## src/rtl/combo_sequencer.sv

```systemverilog
// Three-number combination lock with dwell-based entry detection, failed-attempt
// counting and a timed lockout. Outputs are registered copies of the next state.
module combo_sequencer #(
  parameter logic [4:0] CODE0          = 5'd5,
  parameter logic [4:0] CODE1          = 5'd20,
  parameter logic [4:0] CODE2          = 5'd11,
  parameter int         DWELL          = 4,
  parameter int         MAX_FAILS      = 3,
  parameter int         LOCKOUT_CYCLES = 16
) (
  input  logic       clock,
  input  logic       reset,
  input  logic [4:0] vault_code,
  input  logic       direction,
  input  logic       lock_req,
  output logic       unlocked,
  output logic       alarm,
  output logic [1:0] stage,
  output logic [2:0] fail_count
);

  localparam logic [3:0]  DWELL_L     = 4'(DWELL);
  localparam logic [2:0]  MAX_FAILS_L = 3'(MAX_FAILS);
  localparam logic [15:0] LOCK_LOAD   = 16'(LOCKOUT_CYCLES - 1);

  typedef enum logic [2:0] {
    ST_S0,
    ST_S1,
    ST_S2,
    ST_OPEN,
    ST_LOCKOUT
  } state_t;

  state_t      state_q, state_d;
  logic [4:0]  prev_code_q, prev_code_d;
  logic        prev_valid_q, prev_valid_d;
  logic [3:0]  hold_cnt_q, hold_cnt_d;
  logic [15:0] timer_q, timer_d;
  logic [2:0]  fail_q, fail_d;
  logic        unlocked_q, unlocked_d;
  logic        alarm_q, alarm_d;
  logic [1:0]  stage_q, stage_d;

  logic entry;
  logic fail_event;

  // Dwell tracking: an entry fires only on the edge the counter first reaches DWELL.
  always_comb begin
    prev_code_d  = vault_code;
    prev_valid_d = 1'b1;
    if (!prev_valid_q || (vault_code != prev_code_q)) begin
      hold_cnt_d = 4'd1;
    end else if (hold_cnt_q < DWELL_L) begin
      hold_cnt_d = hold_cnt_q + 4'd1;
    end else begin
      hold_cnt_d = hold_cnt_q;
    end
    entry = (hold_cnt_d == DWELL_L) && (hold_cnt_q != DWELL_L);
  end

  always_comb begin
    state_d    = state_q;
    fail_d     = fail_q;
    timer_d    = timer_q;
    fail_event = 1'b0;

    case (state_q)
      ST_S0: begin
        // Wrong entries in S0 are free so the user can spin the dial.
        if (entry && (vault_code == CODE0) && direction) begin
          state_d = ST_S1;
        end
      end
      ST_S1: begin
        if (entry) begin
          if ((vault_code == CODE1) && !direction) begin
            state_d = ST_S2;
          end else begin
            fail_event = 1'b1;
          end
        end
      end
      ST_S2: begin
        if (entry) begin
          if ((vault_code == CODE2) && direction) begin
            state_d = ST_OPEN;
            fail_d  = 3'd0;
          end else begin
            fail_event = 1'b1;
          end
        end
      end
      ST_OPEN: begin
        if (lock_req) begin
          state_d = ST_S0;
        end
      end
      ST_LOCKOUT: begin
        if (timer_q == 16'd0) begin
          state_d = ST_S0;
          fail_d  = 3'd0;
        end else begin
          timer_d = timer_q - 16'd1;
        end
      end
      default: begin
        state_d = ST_S0;
      end
    endcase

    if (fail_event) begin
      if ((fail_q + 3'd1) == MAX_FAILS_L) begin
        state_d = ST_LOCKOUT;
        timer_d = LOCK_LOAD;
        fail_d  = MAX_FAILS_L;
      end else begin
        state_d = ST_S0;
        fail_d  = fail_q + 3'd1;
      end
    end
  end

  // Outputs are registered from the next state so they never glitch.
  always_comb begin
    unlocked_d = (state_d == ST_OPEN);
    alarm_d    = (state_d == ST_LOCKOUT);
    case (state_d)
      ST_S0:   stage_d = 2'd0;
      ST_S1:   stage_d = 2'd1;
      ST_S2:   stage_d = 2'd2;
      default: stage_d = 2'd3;
    endcase
  end

  always_ff @(posedge clock) begin
    if (reset) begin
      state_q      <= ST_S0;
      prev_code_q  <= 5'd0;
      prev_valid_q <= 1'b0;
      hold_cnt_q   <= 4'd0;
      timer_q      <= 16'd0;
      fail_q       <= 3'd0;
      unlocked_q   <= 1'b0;
      alarm_q      <= 1'b0;
      stage_q      <= 2'd0;
    end else begin
      state_q      <= state_d;
      prev_code_q  <= prev_code_d;
      prev_valid_q <= prev_valid_d;
      hold_cnt_q   <= hold_cnt_d;
      timer_q      <= timer_d;
      fail_q       <= fail_d;
      unlocked_q   <= unlocked_d;
      alarm_q      <= alarm_d;
      stage_q      <= stage_d;
    end
  end

  assign unlocked   = unlocked_q;
  assign alarm      = alarm_q;
  assign stage      = stage_q;
  assign fail_count = fail_q;

endmodule

```

## config.mk

```make
export PLATFORM = sky130hd
export DESIGN_NAME = combo_sequencer
export DESIGN_NICKNAME = d
export VERILOG_FILES = /design/src/rtl/combo_sequencer.sv
export SDC_FILE = /design/constraint.sdc
export NUM_CORES = 1
export LEC_CHECK = 0
export ABC_AREA = 1
export CAP_MARGIN = 5
export CORE_ASPECT_RATIO = 1.4
export CORE_UTILIZATION = 62
export DETAILED_ROUTE_END_ITERATION = 10
export PLACE_DENSITY = 0.84
export SETUP_SLACK_MARGIN = 0.5
export SLEW_MARGIN = 0
export SYNTH_ARGS = -nofsm -noshare
export SYNTH_HDL_FRONTEND = slang
export SYNTH_SLANG_ARGS = --single-unit
```

## constraint.sdc

```tcl
create_clock -name clock -period 3.7 [get_ports clock]
set_input_delay 1.11 -clock clock [delete_from_list [all_inputs] [get_ports clock]]
set_output_delay 1.11 -clock clock [all_outputs]
set_load 0.01 [all_outputs]
```

==> reports/metrics.cfg, run 1 <==
[drt]
first_iter_violations = 16
remaining_drc_errors = 0
ant_nets = 0
vias = 1745
wire_per_inst_microns = 11.0
via_per_inst = 5.09
routed_wl_microns = 3780
firstDrtPassIters = 4

[logic_synthesis]
yosys-top-cells-count = nand2_1 (65), nor2_1 (52), inv_1 (43)
ys_types = 25
yosysMostFrequentCell = nand2_1
syn_area_sq_mm = 0.00196
ys_warn_count = 0
synth.avg_cell_area_sq_um = 6.84
syn-instance-count = 286
netlist_top_cells_area = dfxtp_1 (37%), nand2_1 (12%), nor2_1 (10%)
synthArstFlopShare = 0
syn_nets = 300
synth_flop_cell = dfxtp_1
synth_edf_count = 0
yosysTopAreaCell = dfxtp_1
ys_seq_area_frac = 0.368
synth_seq_cells = 36
synth_top_area_share = 0.368

[setup_path]
critPathMaxStageDelay_ps = 490
cp_common_cell = nand2_1
crit_type = in -> reg
crit_fanout = 11
cp-end-kind = flip-flop
slowest_stage = clkdlybuf4s50_1
cp.arrival_ps = 2790
required_ps = 3880
setup.worst_path.start_class = primary input
cp_cell_sequence = clkdlybuf4s50_1 -> nand2_1 -> nand2_1 -> nor2_1 -> nand2_1 -> nor2_2 -> nand2_2 -> nor2_4 -> nand4_4 -> nand2_4 -> a21oi_1

[layout]
nets = 320
post_route_cells_drive_above_1_share = 0.111
fin_area_sq_mm = 0.00221
num-fill-cells = 225
num_antenna_cells = 0
syn2layout_area_growth_pct = 12.8

[placement]
dp_hpwl_microns = 2830
gp_congestion = 0.827
portBuffers = 15
placed_cell_area_sq_mm = 0.00213

[global_route]
grt_pass1_wl_microns = 6350
grt_util_met1 = 0.232
grtUsageMet2 = 0.512
antenna_found_initial = 0
gr-usage-met3 = 0.0622
busiest_layer = met2
gr-total-overflow = 0
grt_pass1_vias = 1579
track_usage = 0.251
grt_max_degree = 12

[die]
die_h_microns = 68.5
start_util = 0.667
coreArea_sq_mm = 0.00294
die_area_sq_mm = 0.00339
io_pins = 16
row_count = 23
die_w_microns = 49.5

[timing]
setup_violations = 0
layout_min_cycle_time_ps = 2610
tightest_slew_ps = 409
report.final.hold_viol_count = 0
fin_skew_ps = 8.44
maxSlewHeadroom = 0.727
period_share = 0.706
rsz0062_at_grt = false
fin_tns_setup_ps = 0
fmax_mhz = 383
report.final.slew_viol_count = 0

[clocking]
h-tree-depth = 2
postCtsSetupRepairBufs = 0
cts_sinks = 36
clk_latency_ps = 290
numCtsBuffers = 5
clock_path_buffers = 2
tritoncts = yes
clk_pin_slew_ps = 70
cts-resized-gates = 0
cts_hold_buffers = 0
root_buffer = clkbuf_8

[run_status]
status = completed

[power]
leakage_nw = 1.10
p_per_area_mw_per_mm2 = 315
peakVddDrop_mv = 0.263

[min_path]
hold_path_class = reg -> reg

[run]
drv_cap = 0

## routing by layer
metal / vias up / share of wire
met2: 27 / 0.53
met5: - / 0
li1: 913 / -
met1: 795 / 0.42
met4: 0 / 0.025
met3: 10 / 0.026
## layout make-up
class | count | area, sq um | area share
repair buffers | 15 | 150 | 0.0680
multi-input cells | 200 | 1030 | 0.468
flip-flops and latches | 36 | 721 | 0.327
clock inverters | 1 | 5.00 | 0.00227
well taps | 37 | 46.3 | 0.0210
inverters | 48 | 180 | 0.0816
clock buffers | 6 | 72.6 | 0.0329
## layout by cell type, fill, tap and decap left out
cell             count
nand4_4              1
nand2_2              3
nand2_4              2
a21oi_2              3
xor2_1               9
clkinv_1             1
nand3_1             14
clkdlybuf4s50_1     15
o21bai_1             1
clkbuf_8             5
o21ai_0              6
nand2_1             65
inv_1               43
clkinv_2             1
nor2_4               3
inv_2                4
nand4_1              7
nor2_1              52
clkbuf_1             1
a32oi_1              1
nand3b_1             1
xnor2_1              3
nor2_2              12
dfxtp_1             36
ha_1                 5
a21oi_1              8
nor3_1               4
## through the flow
stage | utilization | total power, mW | setup slack (ps) | hold slack (ps) | std cells
after floorplan | - | 0.428 | 1480 | 463 | 286
after global placement | 0.725 | 0.441 | 825 | 487 | 336
after detailed placement | 0.725 | 0.442 | 781 | 493 | 336
after CTS | 0.752 | 0.701 | 1080 | 504 | 343
after global routing | 0.752 | 0.719 | 907 | 528 | 343
final | 0.752 | 0.695 | 1090 | 505 | 343
## final timing paths
check                                 from                endpoint  slack [ps]  depth (start not counted)
hold / removal      timer_q[14]$_SDFF_PP0_  timer_q[14]$_SDFF_PP0_         500                          2
setup / recovery             vault_code[0]  timer_q[14]$_SDFF_PP0_        1090                         11
hold reg to reg     timer_q[14]$_SDFF_PP0_  timer_q[14]$_SDFF_PP0_         500                          2
setup reg to reg  hold_cnt_q[0]$_SDFF_PP0_  timer_q[14]$_SDFF_PP0_        1800                         10
## sequential cells by signal, summed over array words and instances (netlist names)
signal        flops
timer_q          16
prev_code_q       5
hold_cnt_q        4
fail_count        3
state_q           3
stage             2
alarm             1
prev_valid_q      1
unlocked          1
## report_power, final
part / switching, mW / total [mW] / internal, mW
sequential: 0.00192 / 0.393 / 0.392
combinational: 0.0234 / 0.0392 / 0.0158
clock: 0.135 / 0.263 / 0.128
total: 0.160 / 0.695 / 0.535
## cells by family (layout without fill, tap and decap cells)
| group | Yosys count | in the layout | share of synthesized area |
|---|---|---|---|
| simple gates | 164 | 164 | 0.384 |
| xor+xnor | 12 | 12 | 0.0537 |
| compound gates | 19 | 19 | 0.0576 |
| flops | 36 | 36 | 0.368 |
| fa+ha+maj | 5 | 5 | 0.0320 |
| buf+inv | 50 | 70 | 0.104 |
## critical path: cells and delay by family
kind | cells | cell delay [ps]
AOI/OAI and AO/OA | 1 | 60
buffers and inverters | 1 | 490
and+or+nand+nor | 9 | 1130
No activity file was read; power rests on OpenSTA's default activity.
==> run 2: changes to the inputs <==
CORE_UTILIZATION = 52   (was 62)
PLACE_DENSITY = 0.75   (was 0.84)
clock period = 2.4 ns   (was 3.7 ns; I/O delays follow)
==> run 2 against run 1 <==
  * Critical path depth decreased by 10
  * Final area increased by 7.3%
  * Critical endpoint is now stage[0]
  * Global-route usage shrank 1.5 points
  * Via count increased by 2.0%
  * Clock power is 53% higher
  * Non-clock buffer count grew 13
  * Worst setup slack worse by 540 ps
  * Combinational power grew 78%
  * Sequential power increased by 54%
  * Die area up 19%
  * Final cell count grew 5.2%
==> reports/metrics.cfg, run 2 (synthesis gave the netlist of run 1 again) <==
[timing]
tightest_slew_ps = 491  ; was 409 ps
period_share = 0.773
report.final.hold_viol_count = 0  ; unchanged
report.final.slew_viol_count = 0  ; unchanged
fin_skew_ps = 6.12  ; was 8.44 ps
layout_min_cycle_time_ps = 1850
holdWs_ps = 500  ; was 505 ps
rsz0062_at_grt = false  ; unchanged
setup_violations = 0  ; unchanged
fin_tns_setup_ps = 0  ; unchanged
fmax_mhz = 539
maxSlewHeadroom = 0.671  ; was 0.727

[setup_path]
critPathMaxStageDelay_ps = 530  ; was 490 ps
required_ps = 1680  ; was 3880 ps
setup.worst_path.start_class = flip-flop  ; was primary input
slowest_stage = clkdlybuf4s50_1  ; unchanged
crit_buf_inv = 1  ; unchanged
critPathTopFamily = buffers and inverters  ; was simple AND/OR/NAND/NOR gates
cp-end-kind = primary output  ; was flip-flop
cp_cell_sequence = clkdlybuf4s50_1  ; was clkdlybuf4s50_1 -> nand2_1 -> nand2_1 -> nor2_1 -> nand2_1 -> nor2_2 -> nand2_2 -> nor2_4 -> nand4_4 -> nand2_4 -> a21oi_1
crit_fanout = 1  ; was 11
cp.arrival_ps = 1130  ; was 2790 ps
crit_type = reg -> out  ; was in -> reg

[layout]
num_antenna_cells = 0  ; unchanged
nets = 333  ; was 320
reg_top3 = timer_q x16, prev_code_q x5, hold_cnt_q x4  ; unchanged
syn2layout_area_growth_pct = 21.0  ; was 12.8%
num-fill-cells = 338  ; was 225
fin_util = 0.656  ; was 0.752
final_cell_mix = nand2_1 (60), nor2_1 (49), inv_1 (42)  ; was nand2_1 (65), nor2_1 (52), inv_1 (43)
largest_reg_flops = 16  ; unchanged
max_flop_register = timer_q  ; unchanged
post_route_cells_drive_above_1_share = 0.216  ; was 0.111
mostFrequentLayoutCell = nand2_1  ; unchanged

[run]
drv_cap = 0  ; unchanged

[run_status]
status = completed  ; unchanged

[clocking]
numCtsBuffers = 5  ; unchanged
clk_pin_slew_ps = 70  ; about the same
root_buffer = clkbuf_8  ; unchanged
h-tree-depth = 2  ; unchanged
clock_path_buffers = 2  ; unchanged
cts_sinks = 36  ; unchanged
tritoncts = yes  ; unchanged
clk_latency_ps = 290  ; about the same

[drt]
via_per_inst = 4.93  ; was 5.09
firstDrtPassIters = 4  ; unchanged
vias = 1780  ; was 1745
remaining_drc_errors = 0  ; unchanged
first_iter_violations = 40  ; was 16
ant_nets = 0  ; unchanged
wire_per_inst_microns = 11.0  ; about the same
routed_wl_microns = 3970  ; was 3780 microns

[power]
p_per_area_mw_per_mm2 = 456  ; was 315 mW/mm^2
combinationalPowerShare = 0.065  ; was 0.056
p_sw_uw = 252  ; was 160 uW
clkPwrFrac = 0.373  ; was 0.378
switching_share = 0.233  ; was 0.230
peakVddDrop_mv = 0.453  ; was 0.263 mV
power_frac_seq = 0.562  ; was 0.566
leakage_nw = 1.21  ; was 1.10 nW
p_int_uw = 828  ; was 535 uW

[global_route]
grt_max_degree = 12  ; unchanged
antenna_found_initial = 0  ; unchanged
grt_pass1_vias = 1704  ; was 1579
gr-total-overflow = 0  ; unchanged
grt_pass1_wl_microns = 6750  ; was 6350 microns
track_usage = 0.236  ; was 0.251

[die]
row_count = 26  ; was 23
start_util = 0.542  ; was 0.667
die_area_sq_mm = 0.00402  ; was 0.00339 sq mm
coreArea_sq_mm = 0.00361  ; was 0.00294 sq mm
die_w_microns = 53.8  ; was 49.5 microns
io_pins = 16  ; unchanged
die_h_microns = 74.6  ; was 68.5 microns

[placement]
gp_congestion = 0.827  ; about the same
portBuffers = 15  ; unchanged
dp_hpwl_microns = 2990  ; was 2830 microns

[min_path]
hold_path_class = reg -> reg  ; unchanged

==> run 2: timing repair <==
action / 4_1_cts / 5_1_grt
gates resized for setup: 15 / 28
hold buffers: 0 / 0
setup buffers: 0 / 4
endpoints found under the setup margin: 29 / 26
pin swaps: 2 / 9
==> run 2: layer usage <==
metal	up-vias	GRT usage	wire (microns)	part of all wire
met5	-	0	0	0
met4	0	0.140	140	0.035
met3	11	0.0634	97	0.024
met2	22	0.439	2210	0.56
met1	806	0.219	1530	0.38
li1	941	-	-	-
==> run 2: power by group through the flow <==
stage          Sequential, mW  Clock [mW]  Combinational (mW)
3_5_place_dp            0.620           0              0.0683
6_report                0.607       0.403              0.0698
2_1_floorplan           0.620           0              0.0406
4_1_cts                 0.607       0.406              0.0668
3_3_place_gp            0.620           0              0.0666
5_1_grt                 0.607       0.432              0.0786
==> run 2: worst paths after layout <==
path	start	to	slack (ps)	cells past startpoint
setup / recovery	stage[0]$_SDFF_PP0_	stage[0]	550	1
hold / removal	hold_cnt_q[3]$_SDFF_PP0_	hold_cnt_q[3]$_SDFF_PP0_	500	2
setup reg to reg	hold_cnt_q[0]$_SDFF_PP0_	timer_q[3]$_SDFF_PP0_	650	10
hold reg to reg	hold_cnt_q[3]$_SDFF_PP0_	hold_cnt_q[3]$_SDFF_PP0_	500	2
==> run 2: through the flow <==
stage / cells / setup slack, ps / instance area (sq um) / power, mW
floorplan: 286 / 566 / 1960 / 0.660
global placement: 350 / -54.0 / 2200 / 0.687
detailed placement: 350 / -86.3 / 2200 / 0.689
CTS: 357 / 508 / 2280 / 1.08
global route: 361 / 480 / 2370 / 1.12
finish: 361 / 545 / 2370 / 1.08
==> run 2: cell type report <==
| class | count | area, sq um | area share |
|---|---|---|---|
| clock buffers | 6 | 72.6 | 0.0306 |
| clock inverters | 1 | 5.00 | 0.00211 |
| flip-flops and latches | 36 | 721 | 0.304 |
| multi-input cells | 200 | 1110 | 0.470 |
| inverters | 48 | 180 | 0.0761 |
| well taps | 42 | 52.6 | 0.0222 |
| repair buffers | 28 | 225 | 0.0951 |
==> run 3: changes to the inputs <==
clock period = 1.6 ns   (was 2.4 ns; I/O delays follow)
==> run 3 against run 2 <==
  * The run now ends with negative setup slack left
  * Total power up 60%
  * Via count up 12%
  * Worst setup slack worse by 630 ps
  * Hold slack worse by 54 ps
  * Sequential power up 50%
  * Global-route usage up 2.0 points
  * Register-to-register slack worse by 730 ps
  * Die area unchanged
  * Critical endpoint is now timer_q[1]$_SDFF_PP0_
  * Largest cell class unchanged
==> reports/metrics.cfg, run 3 (synthesis gave the netlist of run 1 again) <==
[drt]
ant_nets = 0  ; unchanged
first_iter_violations = 61  ; was 40
routed_wl_microns = 4900  ; was 3970 microns
wire_per_inst_microns = 12.7  ; was 11.0 microns
via_per_inst = 5.15  ; was 4.93
firstDrtPassIters = 4  ; unchanged
remaining_drc_errors = 0  ; unchanged
vias = 1987  ; was 1780

[setup_path]
required_ps = 1840  ; was 1680 ps
worstReg2RegEnd = timer_q[1]$_SDFF_PP0_  ; was timer_q[3]$_SDFF_PP0_
crit_fanout = 4  ; was 1
cp-end-kind = flip-flop  ; was primary output
crit_type = reg -> reg  ; was reg -> out
timing.rr.start = hold_cnt_q[2]$_SDFF_PP0_  ; was hold_cnt_q[0]$_SDFF_PP0_
setup.worst_path.start_class = flip-flop  ; unchanged
cp.arrival_ps = 1920  ; was 1130 ps
r2r.worst_path.cells = 9  ; was 10
timing.reg2reg.setup_slack_ps = -80  ; was 650 ps

[clocking]
cts_hold_buffers = 0  ; unchanged
clk_pin_slew_ps = 70  ; about the same
clock_path_buffers = 2  ; unchanged
numCtsBuffers = 5  ; unchanged
cts_sinks = 36  ; unchanged
root_buffer = clkbuf_8  ; unchanged
clk_latency_ps = 300  ; was 290 ps
tritoncts = yes  ; unchanged
h-tree-depth = 2  ; unchanged

[power]
peakVddDrop_mv = 0.623  ; was 0.453 mV
leakage_nw = 1.35  ; was 1.21 nW
p_per_area_mw_per_mm2 = 628  ; was 456 mW/mm^2

[global_route]
grt_pass1_vias = 1895  ; was 1704
antenna_found_initial = 0  ; unchanged
grt_pass1_wl_microns = 7420  ; was 6750 microns
track_usage = 0.257  ; was 0.236
grt_max_degree = 12  ; unchanged
gr-total-overflow = 0  ; unchanged

[placement]
dp_hpwl_microns = 3160  ; was 2990 microns
placed_cell_area_sq_mm = 0.00240  ; was 0.00220 sq mm
placed_cells = 370  ; was 350
portBuffers = 15  ; unchanged
gp_congestion = 0.864  ; was 0.827

[die]
die_h_microns = 74.6  ; unchanged
coreArea_sq_mm = 0.00361  ; unchanged
row_count = 26  ; unchanged
start_util = 0.542  ; unchanged
die_area_sq_mm = 0.00402  ; unchanged
io_pins = 16  ; unchanged
die_w_microns = 53.8  ; unchanged

[timing]
maxSlewHeadroom = 0.759  ; was 0.671
finalWorstSetupSlack_ps = -80.6  ; was 545 ps
layout_min_cycle_time_ps = 1680
fmax_mhz = 595
fin_skew_ps = 7.30  ; was 6.12 ps
period_share = 1.05
report.final.hold_viol_count = 0  ; unchanged
rsz0062_at_grt = true  ; was false
holdWs_ps = 445  ; was 500 ps
setup_violations = 24  ; was 0
tightest_slew_ps = 358  ; was 491 ps
fin_tns_setup_ps = -995  ; was 0 ps
report.final.slew_viol_count = 0  ; unchanged

[layout]
fin_area_sq_mm = 0.00275  ; was 0.00237 sq mm
largest_reg_flops = 16  ; unchanged
max_flop_register = timer_q  ; unchanged
post_route_cells_drive_above_1_share = 0.404  ; was 0.216
finalNonFillerCells = 386  ; was 361
reg_top3 = timer_q x16, prev_code_q x5, hold_cnt_q x4  ; unchanged
final_cell_mix = nand2_1 (53), nor2_1 (43), inv_1 (34)  ; was nand2_1 (60), nor2_1 (49), inv_1 (42)
syn2layout_area_growth_pct = 40.4  ; was 21.0%
nets = 357  ; was 333
num-fill-cells = 251  ; was 338
mostFrequentLayoutCell = nand2_1  ; unchanged
num_antenna_cells = 0  ; unchanged

[min_path]
worstHoldStart = vault_code[0]  ; was hold_cnt_q[3]$_SDFF_PP0_
hold_path_class = in -> reg  ; was reg -> reg
holdPathStages = 3  ; was 2
hold_end = prev_code_q[0]$_SDFF_PP0_  ; was hold_cnt_q[3]$_SDFF_PP0_

[run_status]
status = finished, violations left  ; was completed
violations = negative setup slack

[run]
drv_cap = 0  ; unchanged

## run 3: cell types whose count changed in the layout (fill, tap and decap cells not counted), moves of 5 or more
cell,previous run,this run
buf_4,12,31
buf_6,1,14
dfxtp_1,36,23
dfxtp_2,0,11
inv_1,42,34
nand2_1,60,53
inv_2,5,11
nor2_1,49,43
nand2_2,7,12
## run 3: worst max path at each step
stage | from | endpoint | slack, ps
after detailed placement | vault_code[3] | timer_q[14]$_SDFF_PP0_ | -730
after global placement | vault_code[3] | timer_q[14]$_SDFF_PP0_ | -670
after global routing | hold_cnt_q[2]$_SDFF_PP0_ | fail_count[0]$_SDFFE_PP0P_ | -170
final | hold_cnt_q[2]$_SDFF_PP0_ | timer_q[1]$_SDFF_PP0_ | -80
after floorplan | hold_cnt_q[1]$_SDFF_PP0_ | timer_q[7]$_SDFF_PP0_ | -30
after CTS | hold_cnt_q[0]$_SDFF_PP0_ | timer_q[14]$_SDFF_PP0_ | -40
## run 3: repair_timing
| action | 4_1_cts | 5_1_grt |
|---|---|---|
| pin swaps | 34 | 24 |
| resized for setup | 91 | 34 |
| setup endpoints to repair | 37 | 37 |
| buffers inserted | 7 | 1 |
## run 3: cell type report
cell class | count | area [sq um] | share of cell area
multi-input cells | 200 | 1220 | 0.444
flip-flops and latches | 36 | 742 | 0.270
repair buffers | 52 | 439 | 0.160
inverters | 48 | 205 | 0.0747
clock buffers | 8 | 90.1 | 0.0328
well taps | 42 | 52.6 | 0.0191
## run 3: power breakdown
| group | internal [mW] | total (mW) | switching [mW] |
|---|---|---|---|
| logic | 0.0595 | 0.141 | 0.0813 |
| clock network | 0.351 | 0.674 | 0.323 |
| registers | 0.904 | 0.910 | 0.00629 |
| total | 1.31 | 1.72 | 0.410 |
## run 3: stage by stage
stage | power (mW) | setup slack [ps] | util
floorplan | 0.996 | -26.7 | -
global placement | 1.05 | -673 | 0.665
detailed placement | 1.05 | -727 | 0.665
CTS | 1.72 | -37.4 | 0.727
global route | 1.76 | -167 | 0.761
finish | 1.72 | -80.6 | 0.761
## run 3: layer usage
layer  wire [microns]  part of all wire  global-route usage
met2             2830              0.58               0.499
met1             1810              0.37               0.228
met3              134             0.027              0.0593
met4              127             0.026               0.143
met5                0                 0                   0
## run 3: worst max-delay path, stage by stage (launching register included)
cell and delay [ps]:
dfxtp_1 430, inv_1 90, nand2_1 120, nand3_2 110, a21oi_4 220, inv_2 70, nor2_4 120, nand4_4 160
buf_6 190, a21oi_2 120
